[src/rtl/eth_pkt_pkg.sv]
// eth_pkt_pkg: shared state encoding, default sizes and counter sizing for the packet splitter.
package eth_pkt_pkg;
    localparam int HDR_WORDS_DEF = 31;
    localparam int PAY_BYTES_DEF = 400;
    localparam int OUT_BYTES_DEF = 2;

    typedef enum logic [1:0] {S_IDLE, S_HDR, S_PAY, S_DONE} state_t;

    function automatic int cnt_width(input int max_cnt);
        return $clog2(max_cnt + 1);
    endfunction
endpackage

[src/rtl/eth_pkt_splitter_byte_packer.sv]
// byte_packer: packs a byte stream MSB-first into OUT_BYTES-wide words; a completed word may be dropped.
module byte_packer #(
    parameter int OUT_BYTES = 2
) (
    input  logic                   clock,
    input  logic                   aclr_n,
    input  logic                   sclr,
    input  logic                   i_valid,
    input  logic [7:0]             i_byte,
    input  logic                   i_flush,
    input  logic                   i_drop,
    output logic [8*OUT_BYTES-1:0] o_word,
    output logic                   o_word_valid,
    output logic                   o_last
);
    localparam int W  = 8 * OUT_BYTES;
    localparam int IW = (OUT_BYTES > 1) ? $clog2(OUT_BYTES) : 1;

    logic [IW-1:0] r_idx;
    logic [W-1:0]  r_acc;
    logic [W-1:0]  r_word;
    logic          r_wv;
    logic [W-1:0]  w_next;
    logic          w_push;

    assign o_last       = i_valid && (r_idx == IW'(OUT_BYTES - 1));
    assign w_next       = (r_acc << 8) | W'(i_byte);
    assign w_push       = o_last && !i_drop;
    assign o_word       = r_word;
    assign o_word_valid = r_wv;

    always_ff @(posedge clock or negedge aclr_n) begin
        if (!aclr_n) begin
            r_idx  <= '0;
            r_acc  <= '0;
            r_word <= '0;
            r_wv   <= 1'b0;
        end else if (sclr) begin
            r_idx  <= '0;
            r_acc  <= '0;
            r_word <= '0;
            r_wv   <= 1'b0;
        end else begin
            r_wv  <= w_push;
            if (w_push) r_word <= w_next;
            r_idx <= (i_flush || o_last) ? '0 : i_valid ? r_idx + IW'(1) : r_idx;
            r_acc <= (i_flush || o_last) ? '0 : i_valid ? w_next : r_acc;
        end
    end
endmodule

[src/rtl/eth_pkt_splitter.sv]
// eth_pkt_splitter: splits one framed packet into a parallel header and packed payload words.
module eth_pkt_splitter
    import eth_pkt_pkg::*;
#(
    parameter int HDR_WORDS = HDR_WORDS_DEF,
    parameter int PAY_BYTES = PAY_BYTES_DEF,
    parameter int OUT_BYTES = OUT_BYTES_DEF
) (
    input  logic                     clock,
    input  logic                     aclr_n,
    input  logic                     sclr,
    input  logic [7:0]               datain,
    input  logic                     ena,
    input  logic                     fifo_full,
    output logic                     wren,
    output logic [8*OUT_BYTES-1:0]   data,
    output logic [32*HDR_WORDS-1:0]  o_header,
    output logic                     header_valid,
    output logic                     pkt_done,
    output logic                     err_short,
    output logic                     overflow
);
    localparam int HDR_B = 4 * HDR_WORDS;
    localparam int CW    = cnt_width(HDR_B + PAY_BYTES);

    state_t                 r_state, w_state_nx;
    logic [CW-1:0]          r_cnt;
    logic [32*HDR_WORDS-1:0] r_header;
    logic                   r_hv, r_pd, r_err, r_ovf;
    logic                   r_ena_q;
    logic                   w_hdr_we, w_pay_we, w_hv, w_pd, w_err, w_last;

    assign o_header     = r_header;
    assign header_valid = r_hv;
    assign pkt_done     = r_pd;
    assign err_short    = r_err;
    assign overflow     = r_ovf;

    always_ff @(posedge clock or negedge aclr_n) begin
        if (!aclr_n) r_state <= S_IDLE;
        else         r_state <= sclr ? S_IDLE : w_state_nx;
    end

    // A packet only starts on a rising ena, so a packet cut by reset is ignored until ena drops.
    always_comb begin
        w_state_nx = r_state;
        w_hdr_we   = 1'b0;
        w_pay_we   = 1'b0;
        w_hv       = 1'b0;
        w_pd       = 1'b0;
        w_err      = 1'b0;
        if (!ena) begin
            w_state_nx = S_IDLE;
            w_err      = (r_state == S_HDR) || (r_state == S_PAY);
        end else begin
            case (r_state)
                S_IDLE: if (!r_ena_q) begin
                    w_state_nx = S_HDR;
                    w_hdr_we   = 1'b1;
                end
                S_HDR: begin
                    w_hdr_we = 1'b1;
                    if (r_cnt == CW'(HDR_B - 1)) begin
                        w_state_nx = S_PAY;
                        w_hv       = 1'b1;
                    end
                end
                S_PAY: begin
                    w_pay_we = 1'b1;
                    if (r_cnt == CW'(HDR_B + PAY_BYTES - 1)) begin
                        w_state_nx = S_DONE;
                        w_pd       = 1'b1;
                    end
                end
                default: ;
            endcase
        end
    end

    always_ff @(posedge clock or negedge aclr_n) begin
        if (!aclr_n) begin
            r_cnt    <= '0;
            r_header <= '0;
            r_hv     <= 1'b0;
            r_pd     <= 1'b0;
            r_err    <= 1'b0;
            r_ovf    <= 1'b0;
            r_ena_q  <= 1'b1;
        end else if (sclr) begin
            r_cnt    <= '0;
            r_header <= '0;
            r_hv     <= 1'b0;
            r_pd     <= 1'b0;
            r_err    <= 1'b0;
            r_ovf    <= 1'b0;
            r_ena_q  <= 1'b1;
        end else begin
            r_cnt   <= !ena ? '0 : (w_hdr_we || w_pay_we) ? r_cnt + CW'(1) : r_cnt;
            if (w_hdr_we) r_header[8*(HDR_B-1-int'(r_cnt)) +: 8] <= datain;
            r_hv    <= w_hv;
            r_pd    <= w_pd;
            r_err   <= w_err;
            r_ovf   <= r_ovf | (w_last & fifo_full);
            r_ena_q <= ena;
        end
    end

    byte_packer #(.OUT_BYTES(OUT_BYTES)) u_packer (
        .clock        (clock),
        .aclr_n       (aclr_n),
        .sclr         (sclr),
        .i_valid      (w_pay_we),
        .i_byte       (datain),
        .i_flush      (!ena),
        .i_drop       (fifo_full),
        .o_word       (data),
        .o_word_valid (wren),
        .o_last       (w_last)
    );
endmodule

[config.mk]
export PLATFORM = sky130hd
export DESIGN_NAME = eth_pkt_splitter
export DESIGN_NICKNAME = d
export VERILOG_FILES = /design/src/rtl/eth_pkt_pkg.sv /design/src/rtl/eth_pkt_splitter_byte_packer.sv /design/src/rtl/eth_pkt_splitter.sv
export SDC_FILE = /design/constraint.sdc
export NUM_CORES = 2
export LEC_CHECK = 0
export CAP_MARGIN = 40
export CORE_AREA = 2 2 398 400
export CTS_BUF_LIST = sky130_fd_sc_hd__clkbuf_8
export DETAILED_ROUTE_END_ITERATION = 6
export DIE_AREA = 0 0 400 402
export PLACE_DENSITY = 0.52
export SYNTH_ARGS = -nofsm -noshare
export SYNTH_HDL_FRONTEND = slang
export SYNTH_HIERARCHICAL = 1
export SYNTH_SLANG_ARGS = --single-unit
[constraint.sdc]
create_clock -name clock -period 9.3 [get_ports clock]
set_input_delay 1.86 -clock clock [delete_from_list [all_inputs] [get_ports clock]]
set_output_delay 1.86 -clock clock [all_outputs]
set_load 0.02 [all_outputs]
==> results.py <==
metrics = {
    "floorplan": {
        "design.core.area_sq_um": 157000,
        "io_pins": 1026,
        "start_util": 0.258,
        "die_y_um": 402,
        "die_w_um": 400,
        "num_rows": 146,
        "die_area_sq_um": 161000,
    },
    "yosys": {
        "synth_top_area_frac": 0.638,
        "synth.most_common_cell": "dfrtp_1",
        "yosysWarnings": 6,
        "ys_seq_area_frac": 0.638,
        "ys.flop_type": "dfrtp_1",
        "synth-edff-count": 0,
        "avgSynthCellArea_sq_um": 12.8,
        "synth_common_cells": "1,034 x dfrtp_1, 809 x o2bb2ai_1, 176 x clkbuf_1",
        "yosysTopAreaCell": "dfrtp_1",
        "synthesis.area_sq_um": 40600,
        "syn-instance-count": 3163,
        "async_flop_share": 1.00,
        "ys_ff_latch": 1035,
        "ys_types": 60,
        "synth_area_leaders": "dfrtp_1 64%, o2bb2ai_1 17%, nand3b_1 2.4%, nand3_1 1.8%, clkbuf_1 1.6%",
        "synth_nets": 3187,
    },
    "worst_setup_path": {
        "crit_chain": "ha_1 > nand2_1 > or2_2 > a2111oi_2 > buf_4 > nand2_1 > ha_1 > nor4b_1 > nand4b_1 > or3_1 > a2111oi_4 > buf_4 > nand2_1 > o2bb2ai_1",
        "worstPathMaxFanout": 16,
        "cp.depth": 14,
        "r2r_start": "r_cnt[0]",
        "critical_path.max_stage_delay_ns": 0.77,
        "crit_path_start": "r_cnt[0]",
        "critPathLaunchType": "flip-flop",
        "arrival_ns": 6.51,
        "critPathRequiredTime_ns": 10.12,
        "slowest_stage": "a2111oi_4",
        "critPathTopFamily": "simple AND/OR/NAND/NOR gates",
        "worstSetupPathType": "reg2reg",
        "reg2reg_to": "o_header[905]",
        "reg2reg_slack_ns": 3.61,
        "crit_top_cell": "nand2_1",
        "end_kind": "flip-flop",
        "ff2ff_path_depth": 14,
        "cp-endpoint": "o_header[905]",
        "cp_num_buf_inv": 2,
    },
    "timing": {
        "rsz0062_at_grt": "no",
        "skew_ns": 0.0485,
        "setup_ws_ns": 3.61,
        "setup_viol": 0,
        "slew_headroom": 0.323,
        "fin_setup_tns_ns": 0,
        "period_needed_ns": 5.69,
        "worst_pin_slew_ns": 1.01,
        "timing_hold_violations_final": 0,
        "hold_slack_ns": 0.484,
        "max_freq_ghz": 0.176,
        "slew_violations": 0,
        "min_period_over_period": 0.612,
    },
    "clocking": {
        "root_buffer": "clkbuf_8",
        "clk_pin_slew_ns": 0.06,
        "cts_hold_buf": 0,
        "post_cts.repair.setup_buffers": 0,
        "cts_made_buffers": 182,
        "clock-sinks": 1035,
        "cts_resized": 0,
        "htreeDepth": 4,
        "clock_path_buffers": 3,
        "insertion_delay_ns": 0.94,
        "cts_tree": "done",
    },
    "power_and_ir_drop": {
        "p_int_uw": 6970,
        "leakagePower_uw": 0.0236,
        "seqPwrFrac": 0.481,
        "total_power_uw": 9390,
        "power_density_nw_per_um2": 161,
        "p_sw_uw": 2420,
        "ir_drop_uv": 140,
        "pwr-share-clk": 0.478,
        "switching_share": 0.258,
        "pwr-share-comb": 0.042,
    },
    "final_layout": {
        "final_nets": 4336,
        "syn_to_final_growth_pct": 43.9,
        "final_util": 0.372,
        "final_layout_size_suffix_gt1_frac": 0.115,
    },
    "place": {
        "dp_slack_ns": 3.53,
        "gp_congestion": 0.860,
        "portBuffers": 1025,
        "hpwl_mm": 148,
    },
    "grt": {
        "use_met3": 0.0701,
        "grt_start_max_net_pins": 166,
        "grt_pass1_wl_mm": 288,
        "overflow": 0,
        "grt_pass1_vias": 34700,
        "grt_use_met1": 0.330,
        "grt.total_usage": 0.253,
        "antenna_found_initial": 11,
        "groute.layer.met2.usage": 0.393,
        "grt-busiest-layer": "met2",
    },
    "detailed_routing": {
        "drt_iter0_drc": 2600,
        "drt_wl_total_mm": 209,
        "viasPerCell": 5.29,
        "firstDrtPassIters": 5,
        "vias": 34600,
        "drc_errors": 0,
        "ant_nets": 0,
        "wire_per_inst_um": 31.9,
    },
    "job": {
        "maxCapViolCount": 0,
    },
    "status": {
        "status": "complete, no violations",
    },
    "worst_hold_path": {
        "hold_class": "reg2reg",
    },
}
## metal layers
metal  vias up  wire (um)
li1      14600          -
met1     18200      88000
met2      1473      95800
met3       352      15300
met4         0       9620
met5         -          0
## through the flow
step | cell area (sq um) | std cells
after floorplan | 40600 | 3163
after global placement | 53400 | 6119
after detailed placement | 54600 | 6199
after CTS | 58400 | 6529
after global routing | 58400 | 6531
final | 58400 | 6534
## how the worst min path moves through the flow
stage,start,to,cells after the start
floorplan,r_state[1],r_state[1],2
global placement,o_header[882],o_header[882],1
detailed placement,o_header[589],o_header[589],1
CTS,o_header[428],o_header[428],1
global route,o_header[952],o_header[952],1
finish,o_header[428],o_header[428],1
## state kept, by name (all words and copies together) (netlist names)
signal,cells
u_packer/o_word_valid,1
header_valid,1
o_header,992
r_ena_q,1
pkt_done,1
r_state,2
u_packer/r_idx,1
u_packer/r_acc,8
overflow,1
err_short,1
u_packer/o_word,16
r_cnt,10
## worst reg2reg max path, cell delays in order, from the launching register on
cell       delay (ns)
dfrtp_1          0.56
ha_1             0.39
nand2_1          0.21
or2_2            0.37
a2111oi_2        0.34
buf_4            0.23
nand2_1          0.08
ha_1             0.32
nor4b_1          0.33
nand4b_1         0.20
or3_1            0.55
a2111oi_4        0.77
buf_4            0.33
nand2_1          0.55
o2bb2ai_1        0.35
## cells in the final DEF (no fill, tap or decap), types with 29 or more instances in the layout
master	synthesis	final
nand2b_1	51	51
nand2_1	122	117
buf_8	1	29
nor3_1	40	32
nand3_1	143	142
o2bb2ai_1	809	809
buf_4	2	96
dfrtp_1	1034	1034
a2bb2o_1	30	30
o31ai_1	64	64
o21ai_0	97	97
inv_1	5	60
a21oi_1	118	118
clkdlybuf4s50_1	0	1015
nor2_1	73	68
nand3b_1	129	129
clkbuf_8	0	234
## power groups by stage
| stage | Combinational [uW] | Sequential, uW | Clock (uW) |
|---|---|---|---|
| after floorplan | 131 | 4590 | 0 |
| after global placement | 371 | 4590 | 0 |
| after detailed placement | 397 | 4590 | 0 |
| after CTS | 398 | 4510 | 4600 |
| after global routing | 424 | 4510 | 4780 |
| final | 393 | 4510 | 4480 |
## kinds of logic after synthesis
family	count (synthesis)	synth area share
adders and majority gates	11	0.00339
buffers and inverters	225	0.0226
muxes	19	0.00469
AOI/OAI and AO/OA	1191	0.237
DFF	1035	0.638
xor gates and xnor gates	30	0.00647
and+or+nand+nor	652	0.0880
## area by class of cell
class,instances,area [sq um]
fill,15300,98700
clock buffer,234,3220
tap,2072,2590
sequential,1035,25900
inverter,5,18.8
clock inverter,96,621
antenna,4,10.0
timing repair buffer,1185,12100
multi-input combinational,1903,14000
Power figures use the tool's default switching activity.
